===== src/rtl/seq_mag_compare.sv =====
// Purpose : sequential magnitude comparator, SLICE bits per clock from the LSB slice up, with a 74HC85-style cascade input.
// Latency : done and result appear NSLICE = WIDTH/SLICE cycles after the edge that accepts start.
// Backpr. : start is ignored while busy. A start in the DONE cycle is accepted back-to-back. result holds until the next DONE.
//
// Ports:
//   clk, rst_n          clock, asynchronous active-low reset
//   start               request a comparison (accepted in IDLE or DONE)
//   a, b                operands, latched on accept
//   signed_mode         1 = two's-complement, 0 = unsigned, latched on accept
//   casc_in             {gt,eq,lt} from a lower-order stage, seeds the running value
//   busy                high while slices are being processed
//   done                one-cycle pulse when result is final
//   result              {gt,eq,lt}, one-hot once valid
module seq_mag_compare #(
  parameter int WIDTH = 8,
  parameter int SLICE = 4
) (
  input  logic             clk,
  input  logic             rst_n,
  input  logic             start,
  input  logic [WIDTH-1:0] a,
  input  logic [WIDTH-1:0] b,
  input  logic             signed_mode,
  input  logic [2:0]       casc_in,
  output logic             busy,
  output logic             done,
  output logic [2:0]       result
);

  localparam int NSLICE = WIDTH / SLICE;
  localparam int IW     = (NSLICE > 1) ? $clog2(NSLICE) : 1;

  localparam logic [1:0] ST_IDLE = 2'd0;
  localparam logic [1:0] ST_RUN  = 2'd1;
  localparam logic [1:0] ST_DONE = 2'd2;

  localparam logic [2:0] R_GT = 3'b100;
  localparam logic [2:0] R_EQ = 3'b010;
  localparam logic [2:0] R_LT = 3'b001;

  logic [1:0]       state_q, state_d;
  logic [IW-1:0]    idx_q, idx_d;
  logic [WIDTH-1:0] a_q, a_d;
  logic [WIDTH-1:0] b_q, b_d;
  logic             sm_q, sm_d;
  logic [2:0]       run_q, run_d;
  logic [2:0]       result_q, result_d;

  logic [SLICE-1:0] a_sl, b_sl;
  logic [2:0]       slice_val;
  logic [2:0]       final_val;
  logic [2:0]       seed;
  logic             last;

  always_comb begin
    // Slice select by index
    a_sl = '0;
    b_sl = '0;
    for (int i = 0; i < NSLICE; i++) begin
      if (idx_q == IW'(i)) begin
        a_sl = a_q[i*SLICE +: SLICE];
        b_sl = b_q[i*SLICE +: SLICE];
      end
    end

    // A higher slice that differs overrides everything below it.
    // An equal slice passes the lower-order verdict through.
    if (a_sl > b_sl)      slice_val = R_GT;
    else if (a_sl < b_sl) slice_val = R_LT;
    else                  slice_val = run_q;

    // In signed mode, differing sign bits decide the result on their own:
    // the operand with the sign bit set is the smaller one.
    final_val = slice_val;
    if (sm_q && (a_q[WIDTH-1] != b_q[WIDTH-1]))
      final_val = a_q[WIDTH-1] ? R_LT : R_GT;

    // A cascade input that is not one-hot carries no verdict, so it seeds "equal".
    if ((casc_in == R_GT) || (casc_in == R_EQ) || (casc_in == R_LT)) seed = casc_in;
    else                                                              seed = R_EQ;

    last = (idx_q == IW'(NSLICE - 1));

    state_d  = state_q;
    idx_d    = idx_q;
    a_d      = a_q;
    b_d      = b_q;
    sm_d     = sm_q;
    run_d    = run_q;
    result_d = result_q;

    case (state_q)
      ST_IDLE, ST_DONE: begin
        if (start) begin
          a_d     = a;
          b_d     = b;
          sm_d    = signed_mode;
          run_d   = seed;
          idx_d   = '0;
          state_d = ST_RUN;
        end else begin
          state_d = ST_IDLE;
        end
      end
      ST_RUN: begin
        run_d = slice_val;
        if (last) begin
          result_d = final_val;
          state_d  = ST_DONE;
        end else begin
          idx_d = idx_q + IW'(1);
        end
      end
      default: state_d = ST_IDLE;
    endcase
  end

  always_ff @(posedge clk or negedge rst_n) begin
    if (!rst_n) begin
      state_q  <= ST_IDLE;
      idx_q    <= '0;
      a_q      <= '0;
      b_q      <= '0;
      sm_q     <= 1'b0;
      run_q    <= 3'b000;
      result_q <= 3'b000;
    end else begin
      state_q  <= state_d;
      idx_q    <= idx_d;
      a_q      <= a_d;
      b_q      <= b_d;
      sm_q     <= sm_d;
      run_q    <= run_d;
      result_q <= result_d;
    end
  end

  assign busy   = (state_q == ST_RUN);
  assign done   = (state_q == ST_DONE);
  assign result = result_q;

endmodule

===== config.mk =====
export PLATFORM = sky130hd
export DESIGN_NAME = seq_mag_compare
export DESIGN_NICKNAME = d
export VERILOG_FILES = /design/src/rtl/seq_mag_compare.sv
export SDC_FILE = /design/constraint.sdc
export NUM_CORES = 1
export LEC_CHECK = 0
export CAP_MARGIN = 5
export CORE_MARGIN = 4
export CORE_UTILIZATION = 50
export DETAILED_ROUTE_END_ITERATION = 6
export PLACE_DENSITY = 0.79
export SYNTH_ARGS = -nofsm -noshare
export SYNTH_HDL_FRONTEND = slang
export SYNTH_SLANG_ARGS = --single-unit

===== constraint.sdc =====
create_clock -name clk -period 4.95 [get_ports clk]
set_input_delay 0.495 -clock clk [delete_from_list [all_inputs] [get_ports clk]]
set_output_delay 0.495 -clock clk [all_outputs]
set_load 0.02 [all_outputs]

; ---- After elaboration in Yosys (flattened, before gate mapping)
; Index checks and enable logic that the tools add are counted.
[classes]
addsub = 1
magnitude_cmp = 2
n_eq_ne = 8
reduce_logical = 9
n_mux = 15
[ops]
columns = cell, n
row1 = 2-to-1 mux 3 bit, 6
row2 = 2-to-1 mux 4 bit, 2
row3 = case mux 3 bit (2 select lines), 1
row4 = AND reduction 2 bit, 3
row5 = greater-than comparator 4 bit, 1
row6 = less-than comparator 4 bit, 1
row7 = case mux 2 bit (2 select lines), 1
row8 = == test 3 x 1 -> 1 bit (second input constant), 1
row9 = == test 3 x 2 -> 1 bit (second input constant), 1
row10 = == test 3 bit (second input constant), 1
row11 = 2-to-1 mux 1 bit, 3
row12 = == test 2 x 1 -> 1 bit (second input constant), 1
row13 = == test 2 bit (second input constant), 1
row14 = zero test 2 bit, 1
row15 = logical OR 1 bit, 2
row16 = 2-to-1 mux 2 bit, 1
row17 = != test 2 x 1 -> 1 bit (second input constant), 1
row18 = != test 2 bit (second input constant), 1
row19 = case mux 1 bit (2 select lines), 1
row20 = nonzero test 2 bit, 1
row21 = OR reduction 2 bit, 1
row22 = adder 1 bit (second input constant), 1
row23 = logical AND 1 bit, 1
row24 = != test 1 bit, 1
[word_totals]
reg_bits = 26
out_inout_bits = 5

; ---- Logic depth before layout (Yosys ltp)
[logic_depth]
depth_word = 6
ltp_mapped = 7
mapped_depth_nobuf = 6

; ---- Worst setup path after synthesis
; OpenSTA, ideal clock, no wires.
[synth_timing]
path_kind = register -> register
startpoint = register idx_q
endpoint = register result_q[2] (netlist: result[2])
path_stages_with_launch = 8
path_slack_ns = 2.939
arrival_time_ns = 1.885
setup_time_ns = 0.126
cell_sequence = dfrtp_1 buf_2 mux2_1 ha_1 nand2b_1 a21oi_1 a21o_1 a221o_1
[synth_between]
elab_chain_len = 5
elab_cells_between_ends = 8
classes_between = order compare (2) / mux (5) / reduce/logical (1)
[synth_lines]
columns = element, line
row1 = "start, declared", 42  ; logic [IW-1:0] idx_q, idx_d;
row2 = "start signal, assigned", 129  ; idx_q <= idx_d;
row3 = 2-to-1 mux 4 bit, 60  ; if (idx_q == IW'(i)) begin
row4 = less-than comparator 4 bit, 69  ; else if (a_sl < b_sl) slice_val = R_LT;
row5 = 2-to-1 mux 3 bit, 69
row6 = 2-to-1 mux 3 bit, 68  ; if (a_sl > b_sl) slice_val = R_GT;
row7 = 2-to-1 mux 3 bit, 75  ; if (sm_q && (a_q[WIDTH-1] != b_q[WIDTH-1]))
row8 = "end signal, assigned", 134  ; result_q <= result_d;
row9 = "end, declared", 47  ; logic [2:0] result_q, result_d;
; Parallel ways exist; a longest one is shown, timed or not.
; A chain may end at the register's enable or synchronous reset.

; ---- Worst setup path after layout
[layout_timing]
startpoint = input port start
endpoint = register run_q[0]
[layout_between]
elab_chain_len = 2
[layout_lines]
columns = element, line
row1 = "start, declared", 20  ; input logic start,
row2 = != test 2 bit (no line), --
row3 = AND reduction 2 bit (no line), --
row4 = "end signal, assigned", 133  ; run_q <= run_d;
row5 = "end, declared", 46  ; logic [2:0] run_q, run_d;
; Every way passes these cells.

==> summary.md <==
| Metric | Value |
|---|---|
| Synth warn | `0` |
| Clock sinks | `26` |
| Slew @ Worst Pin | `roughly 1.2 ns` |
| Clock Path Buffers | `2` |
| Pwr Density | `approximately 610 nW/um^2` |
| H-tree depth | `1` |
| # DRC | `0` |
| WP data required | `5.18 ns` |
| Placer Congestion | `about 0.84` |
| Post-CTS setup buffers | `0` |
| Largest family of logic cells by synthesized area | `simple AND/OR/NAND/NOR gates` |
| Crit path DAT | `approximately 2.5 ns` |
| DIE AREA | `3410 um^2` |
| Detail Route Antenna Nets | `0` |
| Leak | `~0.00079 uW` |
| Max Cap Viol | `0` |
| Setup_tns | `0 ns` |
| # setup viols final | `0` |
| CTS resizes | `0` |
| Crit Path Max Fanout | `19` |
| Async S/R FF share, synth | `100%` |
| Hold Violations, Final | `0` |
| Distinct cells, synth | `33` |
| Layout net count | `192` |
| Number of port buffers | `27` |
| Vias after detailed routing | `roughly 1.1k` |
| Worst Skew | `0.00561 ns` |
| Layout area overhead | `26.2%` |
| Clk Latency, worst-skew pair | `about 0.32 ns` |
| Initial Utilization | `a little over half` |
| Share of layout cells above drive strength 1 | `under 10%` |
| Worst reg-to-reg path cell count | `6` |
| Largest net degree at the start of global routing | `27` |
| First-pass DRT Iterations | `4` |
| FP Rows | `17` |
| Avg Vias per Cell | `between 5 and 6` |
| Netlist Area Pre-Place | `1270 um^2` |
| Clk root buf | `clkbuf_4` |
| Slew margin rel. | `about 17%` |
| DR WL/cell | `~14 um` |
| Hold WC Path Type | `input port to asynchronous set/reset pin` |
| Core ar. | `2320 um^2` |
| Register area share after synthesis | `between 50% and 60%` |
| Final period util | `a little under half` |
| Vias in the first global route | `1106` |
| Min Clock Period, post-route | `2.24 ns` |
| RSZ-0062 raised after global routing | `no` |
| Multi-input logic area | `between 500 and 600 um^2` |
| Most frequent cells after synthesis | `nand2_1, dfrtp_1` |
| Top-count cell post-synth | `nand2_1` |
| Filler Cell Count | `200` |
| Post-Synth Simple-Gate Area | `between 20% and 30%` |
| Clock-pin slew on the worst setup and hold paths | `0.15 ns` |
| Compound-Gate Fraction of Synth Area | `~9%` |
| Crit Path Category | `input port to flip-flop` |
| Post-synthesis mux area share | `between 6 and 7%` |
| CTS tree | `done` |
| GRT Residual Overflow | `0` |
| Hpwl dp | `just under 2 mm` |
| # IOs | `28` |
| Max VDD drop | `around 0.00031 V` |
| CTS Hold Buffers Added | `0` |
| Antenna fix cells | `0` |
| Initial DRC Count | `17` |
| Die width | `between 50 and 60 um` |
| Syn_area_per_cell | `9.27 um^2` |
| CP startpoint kind | `input port` |
| Storage cell area | `651 um^2` |
| Total Power | `978 uW` |
| Cts bufs inserted | `3` |
| Initial antenna violation count | `0` |
| Main flop type after synthesis | `dfrtp_1` |
| Crit. End Element | `flip-flop` |
| Max Slew Vio Count | `0` |
| GRT Resource Usage Total | `16.9%` |
| Cell taking the most area after synthesis | `dfrtp_1` |
| Post-synth top area share | `approximately half` |
| Syn_nets | `about 160` |
| Status | `finished clean` |
| Post-synthesis xor/xnor area fraction | `0.690%` |
| Number of flops mapped to enable cells by yosys | `0` |
| Adder-cell share of the synthesized area | `under 10%` |
| DRT Wirelength | `approximately 2.7 mm` |
| Fmax | `between 0.4 and 0.5 GHz` |
| Dominant cells by area after synthesis | `dfrtp_1, nand2_1, ha_1` |
| Die Y-Extent | `58.4 um` |
| Mapped Cells | `around 140` |
| FF+latch count, synth | `26` |
| First-pass GRT wire length | `4.53 mm` |
-- worst max-delay path: stages --
cell and delay [ns]:
clkdlybuf4s50_1 0.53, nor2b_1 0.99, a21oi_1 0.11, a211o_1 0.35
-- registers in the layout, summed over array words and instances, names as in the netlist --
name	flops
sm_q	1
state_q	2
a_q	8
idx_q	1
b_q	8
run_q	3
result	3
-- routing by layer --
layer | routed length (um) | track usage, % | vias up
met5 | 0 | 0 | -
met4 | 35 | 6.62 | 0
met3 | 199 | 3.73 | 6
met2 | 1340 | 30.5 | 41
met1 | 1140 | 19.2 | 498
li1 | - | - | 513
-- report_power, final --
group / internal [uW] / switching [uW]
Clock: 45.0 / 64.5
Combinational: 221 / 254
Sequential: 313 / 80.5
Total: 579 / 399
-- cell families (layout without fill, tap and decap cells) --
kind of cell,count (synthesis),in the layout
AO/OA/AOI/OAI,17,17
multiplexers,8,8
XOR/XNOR,1,1
AND/OR/NAND/NOR,73,73
adder cells (fa/ha/maj),4,4
buffers and inverters,8,35
flip-flops,26,26
-- placed cells by master, fill, tap and decap left out, types with 4 or more instances in the layout --
cell,n
nor2b_1,4
clkdlybuf4s50_1,27
dfrtp_1,26
mux2i_1,4
nand2_1,55
ha_1,4
-- per-stage QoR --
stage / hold slack [ns] / util, % / setup slack [ns] / instance area [um^2] / std cells
after floorplan: 0.199 / - / 2.94 / 1270 / 137
after global routing: 0.510 / 69.1 / 2.60 / 1600 / 192
final: 0.487 / 69.1 / 2.71 / 1600 / 192
after detailed placement: 0.467 / 66.9 / 2.42 / 1550 / 187
after CTS: 0.500 / 68.5 / 2.73 / 1590 / 191
after global placement: 0.452 / 66.9 / 2.45 / 1550 / 187
-- final cells by class --
| type | instances | area share (%) |
|---|---|---|
| Sequential cell | 26 | 40.6 |
| Multi-Input combinational cell | 103 | 36.4 |
| Timing Repair Buffer | 28 | 17.8 |
| Clock buffer | 4 | 2.26 |
| Tap cell | 28 | 2.19 |
| Inverter | 3 | 0.781 |
-- final timing paths --
kind,start,to,slack (ns)
worst max-delay path,start,run_q[0],2.71
worst min-delay path,rst_n,run_q[1],0.49
worst max register to register,idx_q,result[2],2.75
worst min register to register,a_q[5],a_q[5],0.50
max in group asynchronous,rst_n,a_q[5],3.98
min in group clk,a_q[5],a_q[5],0.50
(Power assumes the default switching activity.)
